===== config.mk =====
export PLATFORM = sky130hd
export DESIGN_NAME = axistream_packet_arbiter
export DESIGN_NICKNAME = d
export VERILOG_FILES = /design/src/rtl/axistream_packet_arbiter.sv
export SDC_FILE = /design/constraint.sdc
export NUM_CORES = 1
export LEC_CHECK = 0
export CAP_MARGIN = 20
export CORE_ASPECT_RATIO = 1.2
export CORE_UTILIZATION = 34
export CTS_CLUSTER_DIAMETER = 100
export DETAILED_ROUTE_END_ITERATION = 10
export PLACE_DENSITY = 0.76
export REMOVE_ABC_BUFFERS = 1
export SYNTH_ARGS = -nofsm -noshare
export SYNTH_HDL_FRONTEND = slang
export SYNTH_SLANG_ARGS = --single-unit

===== constraint.sdc =====
create_clock -name clk -period 1.55 [get_ports clk]
set_input_delay 0.31 -clock clk [delete_from_list [all_inputs] [get_ports clk]]
set_output_delay 0.31 -clock clk [all_outputs]
set_load 0.03 [all_outputs]

===== src/rtl/axistream_packet_arbiter.sv =====
// ---------------------------------------------------------------------------
// axistream_packet_arbiter
//
// Round-robin, packet-locked arbiter that merges NUM_SRC wide AXI-Stream
// sources into one registered wide stream feeding a beat unpacker.
//
// Ports
//   clk          : sole clock, rising edge
//   rst_n        : asynchronous active-low reset
//   src_tvalid   : [NUM_SRC]     per-source valid
//   src_tready   : [NUM_SRC]     per-source ready (only the granted bit can be 1)
//   src_tdata    : [NUM_SRC*W]   source k in bits [(k+1)*W-1 : k*W]
//   src_tlast    : [NUM_SRC]     per-source end of packet
//   dest_tvalid  : registered wide word valid
//   dest_tready  : downstream ready
//   dest_tdata   : [W] registered wide word
//   dest_tlast   : registered end of packet
//   dest_tid     : [TID_W] index of the source that produced dest_tdata
//   busy         : high while a packet grant is held
// ---------------------------------------------------------------------------
module axistream_packet_arbiter #(
    parameter int DATA_WIDTH = 8,
    parameter int NUM_PACK   = 4,
    parameter int NUM_SRC    = 2,
    localparam int W         = NUM_PACK * DATA_WIDTH,
    localparam int TID_W     = (NUM_SRC > 2) ? $clog2(NUM_SRC) : 1
) (
    input  logic                   clk,
    input  logic                   rst_n,
    input  logic [NUM_SRC-1:0]     src_tvalid,
    output logic [NUM_SRC-1:0]     src_tready,
    input  logic [NUM_SRC*W-1:0]   src_tdata,
    input  logic [NUM_SRC-1:0]     src_tlast,
    output logic                   dest_tvalid,
    input  logic                   dest_tready,
    output logic [W-1:0]           dest_tdata,
    output logic                   dest_tlast,
    output logic [TID_W-1:0]       dest_tid,
    output logic                   busy
);

    typedef enum logic {
        IDLE = 1'b0,
        LOCK = 1'b1
    } state_t;

    state_t            state_reg, state_next;
    logic [TID_W-1:0]  grant_reg, grant_next;
    logic [TID_W-1:0]  last_grant_reg, last_grant_next;

    logic [W-1:0]      data_reg;
    logic              last_reg;
    logic              valid_reg;
    logic [TID_W-1:0]  tid_reg;

    logic [W-1:0]      src_word [NUM_SRC];
    logic              slot_ready;
    logic              accept;
    logic              pick_found;
    logic [TID_W-1:0]  pick_idx;

    // Split the flat source bus into per-source words.
    for (genvar gi = 0; gi < NUM_SRC; gi++) begin : g_split
        assign src_word[gi] = src_tdata[gi*W +: W];
    end

    // The output register can take a new word when empty or draining now.
    assign slot_ready = !valid_reg || dest_tready;
    assign accept     = (state_reg == LOCK) && src_tvalid[grant_reg] && slot_ready;

    // Round-robin search: start one past the last packet's owner and wrap,
    // so the source that just finished has the lowest priority.
    always_comb begin
        int               cand;
        logic [TID_W-1:0] cand_idx;
        pick_found = 1'b0;
        pick_idx   = '0;
        cand       = 0;
        cand_idx   = '0;
        for (int i = 1; i <= NUM_SRC; i++) begin
            cand     = (int'(last_grant_reg) + i) % NUM_SRC;
            cand_idx = TID_W'(cand);
            if (!pick_found && src_tvalid[cand_idx]) begin
                pick_found = 1'b1;
                pick_idx   = cand_idx;
            end
        end
    end

    // State register
    always_ff @(posedge clk or negedge rst_n) begin
        if (!rst_n) begin
            state_reg      <= IDLE;
            grant_reg      <= '0;
            last_grant_reg <= TID_W'(NUM_SRC - 1);
        end else begin
            state_reg      <= state_next;
            grant_reg      <= grant_next;
            last_grant_reg <= last_grant_next;
        end
    end

    // Next-state logic
    always_comb begin
        state_next      = state_reg;
        grant_next      = grant_reg;
        last_grant_next = last_grant_reg;
        case (state_reg)
            IDLE: begin
                if (pick_found) begin
                    grant_next = pick_idx;
                    state_next = LOCK;
                end
            end
            LOCK: begin
                // Only the tlast beat releases the grant; valid gaps keep it.
                if (accept && src_tlast[grant_reg]) begin
                    state_next      = IDLE;
                    last_grant_next = grant_reg;
                end
            end
            default: state_next = IDLE;
        endcase
    end

    // Output logic
    always_comb begin
        src_tready = '0;
        busy       = (state_reg == LOCK);
        if (state_reg == LOCK) begin
            src_tready[grant_reg] = slot_ready;
        end
    end

    // Registered output stage; an accept in the same cycle as a drain
    // simply reloads, giving one word per cycle with no bubble.
    always_ff @(posedge clk or negedge rst_n) begin
        if (!rst_n) begin
            data_reg  <= '0;
            last_reg  <= 1'b0;
            valid_reg <= 1'b0;
            tid_reg   <= '0;
        end else if (accept) begin
            data_reg  <= src_word[grant_reg];
            last_reg  <= src_tlast[grant_reg];
            tid_reg   <= grant_reg;
            valid_reg <= 1'b1;
        end else if (valid_reg && dest_tready) begin
            valid_reg <= 1'b0;
        end
    end

    assign dest_tvalid = valid_reg;
    assign dest_tdata  = data_reg;
    assign dest_tlast  = last_reg;
    assign dest_tid    = tid_reg;

endmodule


# --- Yosys cells after proc, flatten, opt, wreduce, memory -nomap -nowiden ---
# Cells that the tools add are included.
# Widths: inputs -> output; s select.
word_totals:
  rom_bits: 0
  ff_bits: 38
  latch_bits: 0
  input_bits: 71
  word_cells: 52
  output_inout_bits: 38
  ram_bits: 0
  n_memories: 0
op_classes:
  reduce_logical: 12
  order_cmp: 5
  mux: 23
  n_bitwise: 3
  n_div: 0
  eq_ne: 0
  shift: 0
  add_sub_neg: 2
  mul: 0
ops:
  columns: ["op", "count"]
  rows:
  - ["$mux 32", 3]
  - ["$mux 1", 17]
  - ["$logic_and 1x1->1", 6]
  - ["$lt 1x2->1 const B", 3]
  - ["$reduce_and 2->1", 2]
  - ["$add 1x1->1 const B", 2]
  - ["$and 2x2->2", 1]
  - ["$ge 2x2->1 const B", 1]
  - ["$logic_not 1->1", 2]
  - ["$mux 2", 1]
  - ["$not 1->2", 1]
  - ["$pmux 1 s2", 1]
  - ["$reduce_bool 2->1", 1]
  - ["$demux 1 s1", 1]
  - ["$ge 1x1->1 const B", 1]
  - ["$logic_or 1x1->1", 1]
  - ["$not 1->1", 1]

# --- Logic depth before layout (Yosys ltp) ---
# Gate-level depths: netlist (run 1).
depth:
  depth_word: 9
  ltp_mapped: 4
  mapped_depth_nobuf: 3

# --- Worst setup path before layout (run 1) ---
# Ideal clock, no wire load.
synth_path:
  kind: "flip-flop to output port"
  start: "reg state_reg, in the netlist busy"
  end: "out src_tready[0]"
  path_slack_ps: -41
  t_arrival_ps: 1281
  t_required_ps: 1240
  path_stages_with_launch: 4
  path_cell_list: "dfrtp_1 -> clkbuf_1 -> nand2_1 -> nor2_1"
synth_via:
  elab_chain_len: 1
synth_lines:
  columns: ["item", "line_no", "source"]
  rows:
  - ["start, declared", "47", "state_t state_reg, state_next;"]
  - ["start signal, assigned", "97", "state_reg <= state_next;"]
  - ["$mux 2", "130", "if (state_reg == LOCK) begin"]
  - ["end, declared", "31", "output logic [NUM_SRC-1:0] src_tready,"]
# No other way between the ends.

# --- Worst setup path in the final report (run 1) ---
layout_path:
  start: "reg grant_reg"
  end: "reg data_reg[0], in the netlist dest_tdata[0]"
layout_via:
  elab_chain_len: 4
  elab_cells_between_ends: 8
layout_lines:
  columns: ["item", "line_no", "source"]
  rows:
  - ["start, declared", "48", "logic [TID_W-1:0] grant_reg, grant_next;"]
  - ["start signal, assigned", "98", "grant_reg <= grant_next;"]
  - ["$not 1->2 (not written as such) or $mux 1 (tied branches)", "144, 69", null]
  - ["$mux 32 (not written as such) or $mux 1 (tied branches)", "144, 69", null]
  - ["$mux 32 (not written as such) or $logic_and 1x1->1 (tied branches) (2 in a row)", "144, 69", null]
  - ["end signal, assigned", "144", "data_reg <= src_word[grant_reg];"]
  - ["end, declared", "51", "logic [W-1:0] data_reg;"]
# Parallel ways exist; a longest one is shown, timed or not. The select of a mux whose other input is x is not followed.
# A chain may end at the register's enable or synchronous reset.

==> results.md, run 1 <==
* Top cell type's share of synthesized area at 0.493
* Placed cell count at 303
* Register area at 953 um2
* Final Hold Vio Count at 0
* Clk pin slew, worst setup/hold paths at 70 ps
* Pwr dens at 1940 nW/um2
* Layout cells sized above 1 at 0.290
* GR Util All Layers at 0.172
* Post-route insts no fill at 317
* CTS Sinks at 38
* Pre-CTS setup slack at -264 ps
* Global route total overflow at 0
* Critical path data required time at 1710 ps
* CP max stage delay at 460 ps
* Fillers at 450
* Total CTS buffers at 5
* Core box area at 5300 um2
* Final wirelength at 4840 um
* Leading post-synthesis cells by cell area: dfrtp_1 (49%), mux2_2 (23%), mux2_1 (16%)
* Max-slew violation count at 0
* Post-Route Setup TNS at 0 ps
* Ports at 109
* Worst-Margin Slew at 371 ps
* Unique masters post-synth at 20
* Critical-path cell list: mux2_4 -> nand3_4 -> buf_12 -> mux2_1
* Min cycle time layout at 1540 ps
* RSZ-0062 raised after global routing: yes
* Vias in the first global route at 1574
* Die span in x at 69.9 um
* #FFs+latches synth at 38
* Synthesized area per cell at 14.5 um2
* Tot Pwr at 0.00637 W
* Syn Std Cell Area at 1880 um2
* CP arrival at 1700 ps
* CTS H-Tree Depth at 2
* Router iterations before antenna repair at 4
* Initial Utilization at 0.355
* Largest register FFs at 32
* Drt via density at 4.76
* Antenna-violating nets left at 0
* DRT iter0 DRCs at 24
* Area of the multi-input gates at 887 um2
* Fin Hold WS at 474 ps
* Most common cell after layout, fill and taps aside: clkdlybuf4s50_1
* Ant. Diodes at 0
* Die Y at 83.4 um
* # port buffers at 108
* Status: completed
* MaxCap Viol Count at 0
* First-pass GRT wire length at 7700 um
* YS warnings at 0
* CTS max path bufs at 2
* Worst setup EP type: flip-flop
* Routability congestion estimate at 0.744
* Setup violators final at 0
* Commonest cells after routing, fill and taps aside: clkdlybuf4s50_1 (68), mux2_2 (38), dfrtp_1 (36), dlygate4sd2_1 (35), mux2_1 (27)
* Leading area contributor after synthesis: dfrtp_1
* Fmax at 0.650 GHz
* Post-synthesis sequential area ratio at 0.507
* Hpwl dp at 3800 um
* CP max-delay cell: dfrtp_2
* Setup Skew at 8.89 ps
* Relative slew slack at 0.753
* CP Max Fanout at 11
* Routed via count at 1508
* Worst skew pair latency at 290 ps
* WL/cell at 15.3 um
* Root Buffer Master: clkbuf_8
* Pin count of the biggest net entering global routing at 26
* Post-Synthesis Cells at 130
* Setup WS post-layout at 12.6 ps
* Max VDD drop at 0.00106 V
* Number of remaining DRC errors at 0
* Critical path start-end classification: flip-flop to flip-flop
* Crit share post-route at 0.992
* Hold Path Class: primary input to asynchronous set/reset pin
* Final nets at 325
* Total leakage power at 1.45 nW
* Antenna violations before repair at 0
* Die Area at 5830 um2
* CTS tree: yes
* Bufs and invs on worst path at 1
* Crit path max-delay family: multiplexers
* CP Launch Type: flip-flop
* Row count at 29
* Syn-to-layout area delta at 75.2%
==> area by class of cell <==
cell class,instances,area share
Timing Repair Buffer,125,0.382
Sequential cell,38,0.290
Multi-Input combinational cell,82,0.269
Clock buffer,8,0.0334
Tap cell,62,0.0236
Inverter,2,0.00228
==> path summary, 6_finish.rpt <==
| path | slack [ps] | depth (start not counted) | from | to |
|---|---|---|---|---|
| min in group clk | 480 | 1 | dest_tdata[8] | dest_tdata[8] |
| worst max-delay path | 10 | 4 | grant_reg | dest_tdata[0] |
| worst min-delay path | 470 | 2 | rst_n | dest_tdata[24] |
| worst max register to register | 10 | 4 | grant_reg | dest_tdata[0] |
| worst min register to register | 480 | 1 | dest_tdata[8] | dest_tdata[8] |
| max in group asynchronous | 560 | 3 | rst_n | last_grant_reg |
==> through the flow <==
step	instance area [um2]	utilization
4_1_cts	3190	0.602
3_5_place_dp	3100	0.585
3_3_place_gp	3100	0.585
5_1_grt	3290	0.621
6_report	3290	0.621
2_1_floorplan	1820	-
==> repair_timing <==
action / 4_1_cts / 5_1_grt
pin swaps: 0 / 2
setup buffers: 0 / 4
cloned: 0 / 1
endpoints found under the hold margin: 15 / 0
setup endpoints to repair: 38 / 35
gates resized for setup: 39 / 13
hold buffers: 1 / 0
==> synthesized netlist by cell type <==
library cell and number:
nand2_1 5, dfstp_2 1, a32o_1 1, nand3_4 1, mux2i_1 2, nand4_1 1, buf_2 2, inv_1 2
nand2b_1 1, clkbuf_1 2, and3_1 1, mux2_1 27, mux2_2 39, a41o_1 1, dfrtp_1 37, a22o_1 1
o32a_1 1, buf_6 3, buf_4 1, nor2_1 1
==> worst register-to-register path: cells and delay by family (launching register included) <==
kind          cells  cell delay, ps
buf+inv           1             150
flops             1             460
mux               2             660
simple gates      1             140
==> metal layers <==
layer | part of all wire | GRT usage | up-vias
met4 | 0.027 | 0.0782 | 0
met3 | 0.063 | 0.0498 | 9
li1 | - | - | 718
met2 | 0.54 | 0.309 | 65
met5 | 0 | 0 | -
met1 | 0.37 | 0.182 | 716
==> cells by family after synthesis <==
logic type	share of synthesized area
mux	0.406
compound gates	0.0206
simple gates	0.0313
flops	0.507
buf+inv	0.0353
==> power by group <==
part / switching, W / total [W] / internal, W
Clock: 0.000334 / 0.000783 / 0.000449
Sequential: 0.000249 / 0.00176 / 0.00152
Combinational: 0.00202 / 0.00382 / 0.00180
Total: 0.00260 / 0.00637 / 0.00377
No activity file was read; power rests on OpenSTA's default activity.
==> run 2: changes to the inputs <==
--- a/config.mk
+++ b/config.mk
@@ -10,6 +10,7 @@
 export CORE_UTILIZATION = 34
 export CTS_CLUSTER_DIAMETER = 100
 export DETAILED_ROUTE_END_ITERATION = 10
+export MAX_ROUTING_LAYER = met4
 export PLACE_DENSITY = 0.76
 export REMOVE_ABC_BUFFERS = 1
 export SYNTH_ARGS = -nofsm -noshare
==> run 2 against run 1 <==
  * Cell count is the same
  * Total power is essentially flat
  * Utilization is the same
  * Register-to-register slack is essentially flat
  * Clock-buffer cell count is the same
  * Sequential share of layout area is the same
  * Global-route usage grew 0.49 points
  * Clock power is essentially flat
  * Critical path type unchanged
  * Critical endpoint unchanged
  * Largest power group unchanged
==> results.md, run 2 (synthesized netlist as in run 1, its figures left out) <==
* Min cycle time layout at 1540 ps (+0.269 ps)
* Initial Utilization at 0.355 (unchanged)
* Setup Skew at 8.96 ps (+0.0744 ps)
* Antenna violations before repair at 0 (unchanged)
* Setup violators final at 0 (unchanged)
* Seq pwr share at 0.277 (about the same)
* MaxCap Viol Count at 0 (unchanged)
* Critical path start-end classification: flip-flop to flip-flop
* Global route total overflow at 0 (unchanged)
* Met1 Resource Use GR at 0.183 (+0.00157)
* Crit share post-route at 0.992 (about the same)
* CTS Sinks at 38 (unchanged)
* Combinational group share of total power at 0.600 (about the same)
* Largest register FFs at 32 (unchanged)
* Reg-to-reg critical path startpoint: grant_reg
* # port buffers at 108 (unchanged)
* GR Util All Layers at 0.177 (+0.00489)
* Root Buffer Master: clkbuf_8
* Crit path max-delay family: multiplexers
* Router iterations before antenna repair at 3 (-1)
* Max VDD drop at 0.00105 V (-0.32%)
* CTS max path bufs at 2 (unchanged)
* Hpwl dp at 3800 um (unchanged)
* Vias in the first global route at 1572 (-0.13%)
* Final core occ at 0.621 (unchanged)
* Layout cells sized above 1 at 0.290 (unchanged)
* Setup slack, reg-to-reg at 10 ps (about the same)
* Routed via count at 1507 (-0.066%)
* Status: completed
* FF-to-FF path depth at 4 (unchanged)
* Relative slew slack at 0.753 (about the same)
* Drt via density at 4.75 (about the same)
* Fmax at 0.650 GHz (about the same)
* WL/cell at 15.3 um (+0.12%)
* Switch Pwr at 0.00260 W (about the same)
* Post-route insts no fill at 317 (unchanged)
* Critical path data required time at 1710 ps (about the same)
* Critical-path cell list: mux2_4 -> nand3_4 -> buf_12 -> mux2_1
* First-pass GRT wire length at 7700 um (unchanged)
* Die span in x at 69.9 um (unchanged)
* RSZ-0062 raised after global routing: yes
* Busiest grt layer: met2
* Total CTS buffers at 5 (unchanged)
* Worst skew pair latency at 290 ps (about the same)
* Pin count of the biggest net entering global routing at 26 (unchanged)
* Bufs and invs on worst path at 1 (unchanged)
* Ant. Diodes at 0 (unchanged)
* Met3 Usage GRT at 0.0473 (-0.00243)
* Met2 Track Usage GR at 0.309 (unchanged)
* Pwr dens at 1930 nW/um2 (about the same)
* P_int at 0.00377 W (about the same)
* Worst setup EP type: flip-flop
* Setup crit end: dest_tdata[0]
* CP arrival at 1700 ps (about the same)
* CP Depth at 4 (unchanged)
* Final nets at 325 (unchanged)
* CTS H-Tree Depth at 2 (unchanged)
* Worst-Margin Slew at 371 ps (+0.0142 ps)
* Number of remaining DRC errors at 0 (unchanged)
* Core box area at 5300 um2 (unchanged)
* DRT iter0 DRCs at 24 (unchanged)
* Commonest cells after routing, fill and taps aside: clkdlybuf4s50_1 (68), mux2_2 (38), dfrtp_1 (36), dlygate4sd2_1 (35), mux2_1 (27)
* Clk pin slew, worst setup/hold paths at 70 ps (about the same)
* Crit path from: grant_reg
* Row count at 29 (unchanged)
* Most common cell after layout, fill and taps aside: clkdlybuf4s50_1
* Net switching fraction of the power at 0.409 (about the same)
* Routability congestion estimate at 0.754 (+1.3%)
* Hold Path Class: primary input to asynchronous set/reset pin
* CP max stage delay at 460 ps (about the same)
* CTS tree: yes
* Die Y at 83.4 um (unchanged)
* Total leakage power at 1.45 nW (unchanged)
* Ports at 109 (unchanged)
* Syn-to-layout area delta at 75.2% (unchanged)
* Reg2reg end: dest_tdata[0]
* Final Hold Vio Count at 0 (unchanged)
* Clock share of power at 0.123 (about the same)
* Final wirelength at 4850 um (+0.12%)
* CP max-delay cell: dfrtp_2
* CP Launch Type: flip-flop
* Max-slew violation count at 0 (unchanged)
* Antenna-violating nets left at 0 (unchanged)
* Die Area at 5830 um2 (unchanged)
* Placed cell count at 303 (unchanged)
* CP Max Fanout at 11 (unchanged)
==> run 2: cell counts in the layout (fill, tap and decap cells not counted) <==
Identical to the previous run, type by type.
==> run 2: metrics by stage <==
stage               TNS, ps  power [W]  hold WS [ps]  cell area, um2  setup WS [ps]
global placement      -7690    0.00568           246            3100           -228
detailed placement    -8310    0.00575           247            3100           -264
floorplan            -26310    0.00399          14.4            1820           -759
finish                    0    0.00637           474            3290           12.3
global route           -365    0.00673           503            3290          -25.9
CTS                    -427    0.00622           481            3190          -85.1
==> run 2: what timing repair did <==
| item | CTS | global route |
|---|---|---|
| gates resized for setup | 39 | 13 |
| pin swaps | 0 | 2 |
| hold buffers | 1 | 0 |
| endpoints found under the setup margin | 38 | 35 |
| setup buffers | 0 | 4 |
| endpoints found under the hold margin | 15 | 0 |
| gates cloned | 0 | 1 |
==> run 2: final cells by class <==
type / count / area (um2)
Inverter: 2 / 7.51
Sequential cell: 38 / 953
Clock buffer: 8 / 110
Multi-Input combinational cell: 82 / 887
Timing Repair Buffer: 125 / 1260
Fill cell: 450 / 2010
Tap cell: 62 / 77.6
==> run 2: how the worst min path moves through the flow <==
stage                     slack (ps)  cells after the start             end
after global routing             500                      2  dest_tdata[12]
after global placement           250                      1  dest_tdata[15]
final                            470                      2  dest_tdata[24]
after floorplan                   10                      0            busy
after CTS                        480                      2  dest_tdata[24]
after detailed placement         250                      1  dest_tdata[24]
==> run 2: power groups by stage <==
stage	combinational, W	sequential, W	clock [W]
final	0.00382	0.00176	0.000782
after CTS	0.00366	0.00176	0.000804
after floorplan	0.00113	0.00287	0
after detailed placement	0.00396	0.00179	0
after global placement	0.00391	0.00177	0
after global routing	0.00406	0.00183	0.000850
==> run 2: metal layers <==
| metal | vias up | part of all wire |
|---|---|---|
| li1 | 717 | - |
| met1 | 716 | 0.37 |
| met2 | 65 | 0.54 |
| met3 | 9 | 0.062 |
| met4 | 0 | 0.028 |
| met5 | - | 0 |
==> run 3: changes to the inputs <==
--- a/config.mk
+++ b/config.mk
@@ -7,6 +7,7 @@
 export LEC_CHECK = 0
 export CAP_MARGIN = 20
 export CORE_ASPECT_RATIO = 1.2
+export CORE_MARGIN = 5
 export CORE_UTILIZATION = 34
 export CTS_CLUSTER_DIAMETER = 100
 export DETAILED_ROUTE_END_ITERATION = 10
==> run 3 against run 2 <==
  * Flip-flop and latch count is the same
  * Cell count fell by 0.95%
  * Non-clock buffer count is 2 lower
  * Register-to-register slack is essentially flat
  * Clock-buffer cell count decreased by 1
  * Clock skew shrank 4.8 ps
==> results.md, run 3 (synthesized netlist as in run 1, its figures left out) <==
* Root Buffer Master: clkbuf_8
* Crit path from: grant_reg
* Fmax at 0.653 GHz (+0.34%)
* CTS H-Tree Depth at 2 (unchanged)
* Setup Skew at 4.19 ps (-4.78 ps)
* Row count at 29 (unchanged)
* First-pass GRT wire length at 7890 um (+2.5%)
* Tot Pwr at 0.00615 W (-3.5%)
* GR Util All Layers at 0.145 (-0.0319)
* DRT iter0 DRCs at 28 (+17%)
* CP arrival at 1700 ps (about the same)
* CTS tree: yes
* Hold Path Class: primary input to asynchronous set/reset pin
* Die Y at 91.4 um (+9.6%)
* Critical path data required time at 1720 ps (about the same)
* Max VDD drop at 0.00100 V (-5.1%)
* Fin Hold WS at 65.2 ps (-408 ps)
* # port buffers at 108 (unchanged)
* MaxCap Viol Count at 0 (unchanged)
* Total CTS buffers at 5 (unchanged)
* WL/cell at 16.1 um (+5.0%)
* Vias in the first global route at 1583 (+0.70%)
* Routability congestion estimate at 0.758 (+0.61%)
* Critical path start-end classification: flip-flop to flip-flop
* Final Hold Vio Count at 0 (unchanged)
* Post-route insts no fill at 314 (-0.95%)
* Net switching fraction of the power at 0.417 (+0.00822)
* CP Max Fanout at 15 (+4)
* Antenna violations before repair at 0 (unchanged)
* Clock share of power at 0.101 (-0.022)
* FF-to-FF path depth at 4 (unchanged)
* Final nets at 323 (-0.62%)
* Routed via count at 1520 (+0.86%)
* Most common cell after layout, fill and taps aside: clkdlybuf4s50_1
* Switch Pwr at 0.00256 W (-1.6%)
* Combinational group share of total power at 0.611 (+0.011)
* P_int at 0.00358 W (-4.8%)
* Largest register FFs at 32 (unchanged)
* RSZ-0062 raised after global routing: yes
* Relative slew slack at 0.683 (-0.0692)
* Fillers at 461 (+2.4%)
* Ant. Diodes at 0 (unchanged)
* Seq pwr share at 0.288 (+0.011)
* Router iterations before antenna repair at 4 (+1)
* Hpwl dp at 3970 um (+4.5%)
* Syn-to-layout area delta at 70.2%
* Pwr dens at 1920 nW/um2 (-0.68%)
* Core box area at 5330 um2 (+0.69%)
* CTS Sinks at 38 (unchanged)
* Pin count of the biggest net entering global routing at 39 (+50%)
* Setup slack, reg-to-reg at 20 ps (about the same)
* Setup crit end: dest_tdata[14]
* Post-Route Setup TNS at 0 ps (unchanged)
* Placed cell count at 303 (unchanged)
* Initial Utilization at 0.352 (-0.00241)
* Worst setup EP type: flip-flop
* Clk pin slew, worst setup/hold paths at 70 ps (about the same)
* Worst-Margin Slew at 475 ps (+104 ps)
* Total leakage power at 1.42 nW (-2.2%)
* Max-slew violation count at 0 (unchanged)
* Commonest cells after routing, fill and taps aside: clkdlybuf4s50_1 (68), mux2_2 (38), dfrtp_1 (36), dlygate4sd2_1 (36), mux2_1 (24)
* Global route total overflow at 0 (unchanged)
* Die Area at 7120 um2 (+22%)
* Area of the multi-input gates at 883 um2 (-0.42%)
* Drt via density at 4.84 (+1.8%)
* Register area at 953 um2 (unchanged)
* Ports at 109 (unchanged)
* Worst skew pair latency at 280 ps (about the same)
* Layout cells sized above 1 at 0.274 (-0.0164)
* Reg-to-reg critical path startpoint: grant_reg
* Final wirelength at 5040 um (+4.0%)
* Final core occ at 0.600 (-0.0218)
* Number of remaining DRC errors at 0 (unchanged)
* CP Launch Type: flip-flop
* Die span in x at 77.9 um (+11%)
* Setup violators final at 0 (unchanged)
* Antenna-violating nets left at 0 (unchanged)
* Crit share post-route at 0.989 (-0.00333)
* Status: completed
* Reg2reg end: dest_tdata[14]
* CTS Hold Buffers Added at 0 (-1)
* Min cycle time layout at 1530 ps (-5.16 ps)
* CTS max path bufs at 2 (unchanged)
[run 3: layer usage]
metal | share of wire | GRT usage | wire, um
met1 | 0.38 | 0.157 | 1910
met2 | 0.52 | 0.233 | 2610
met3 | 0.078 | 0.0475 | 392
met4 | 0.025 | 0.0745 | 127
met5 | 0 | - | 0
[run 3: power groups by stage]
stage | Sequential [W] | Combinational (W) | Clock [W]
global route | 0.00184 | 0.00399 | 0.000684
CTS | 0.00177 | 0.00363 | 0.000642
floorplan | 0.00287 | 0.00113 | 0
detailed placement | 0.00179 | 0.00393 | 0
finish | 0.00177 | 0.00376 | 0.000621
global placement | 0.00177 | 0.00388 | 0
[run 3: repair_timing]
action | in CTS | in global routing
resized for setup | 42 | 6
hold endpoints to repair | 0 | 0
setup endpoints to repair | 67 | 17
gates cloned | 0 | 1
setup buffers | 0 | 3
pin swaps | 1 | 1
[run 3: critical path, cell delays in order (launching register included)]
cell and delay, ps:
dfrtp_2 450, mux2_4 340, nand3_4 120, buf_12 160, mux2_1 330
[run 3: worst min-delay path by stage]
stage / start / end / slack, ps
CTS: rst_n / dest_tdata[23] / 80
floorplan: rst_n / busy / 10
detailed placement: rst_n / dest_tdata[31] / 390
finish: rst_n / dest_tdata[31] / 70
global placement: rst_n / dest_tdata[21] / 390
global route: rst_n / dest_tdata[21] / 110
[run 3: final cells by class]
class	count	share of cell area
Clock buffer	7	0.0239
Inverter	2	0.00235
Multi-Input combinational cell	82	0.276
Sequential cell	38	0.298
Tap cell	62	0.0243
Timing Repair Buffer	123	0.375
[run 3: through the flow]
stage	worst slack [ps]	instance area, um2
after detailed placement	-269	3080
final	17.5	3200
after global placement	-241	3080
after global routing	-31.9	3200
after floorplan	-759	1820
after CTS	-63.6	3130
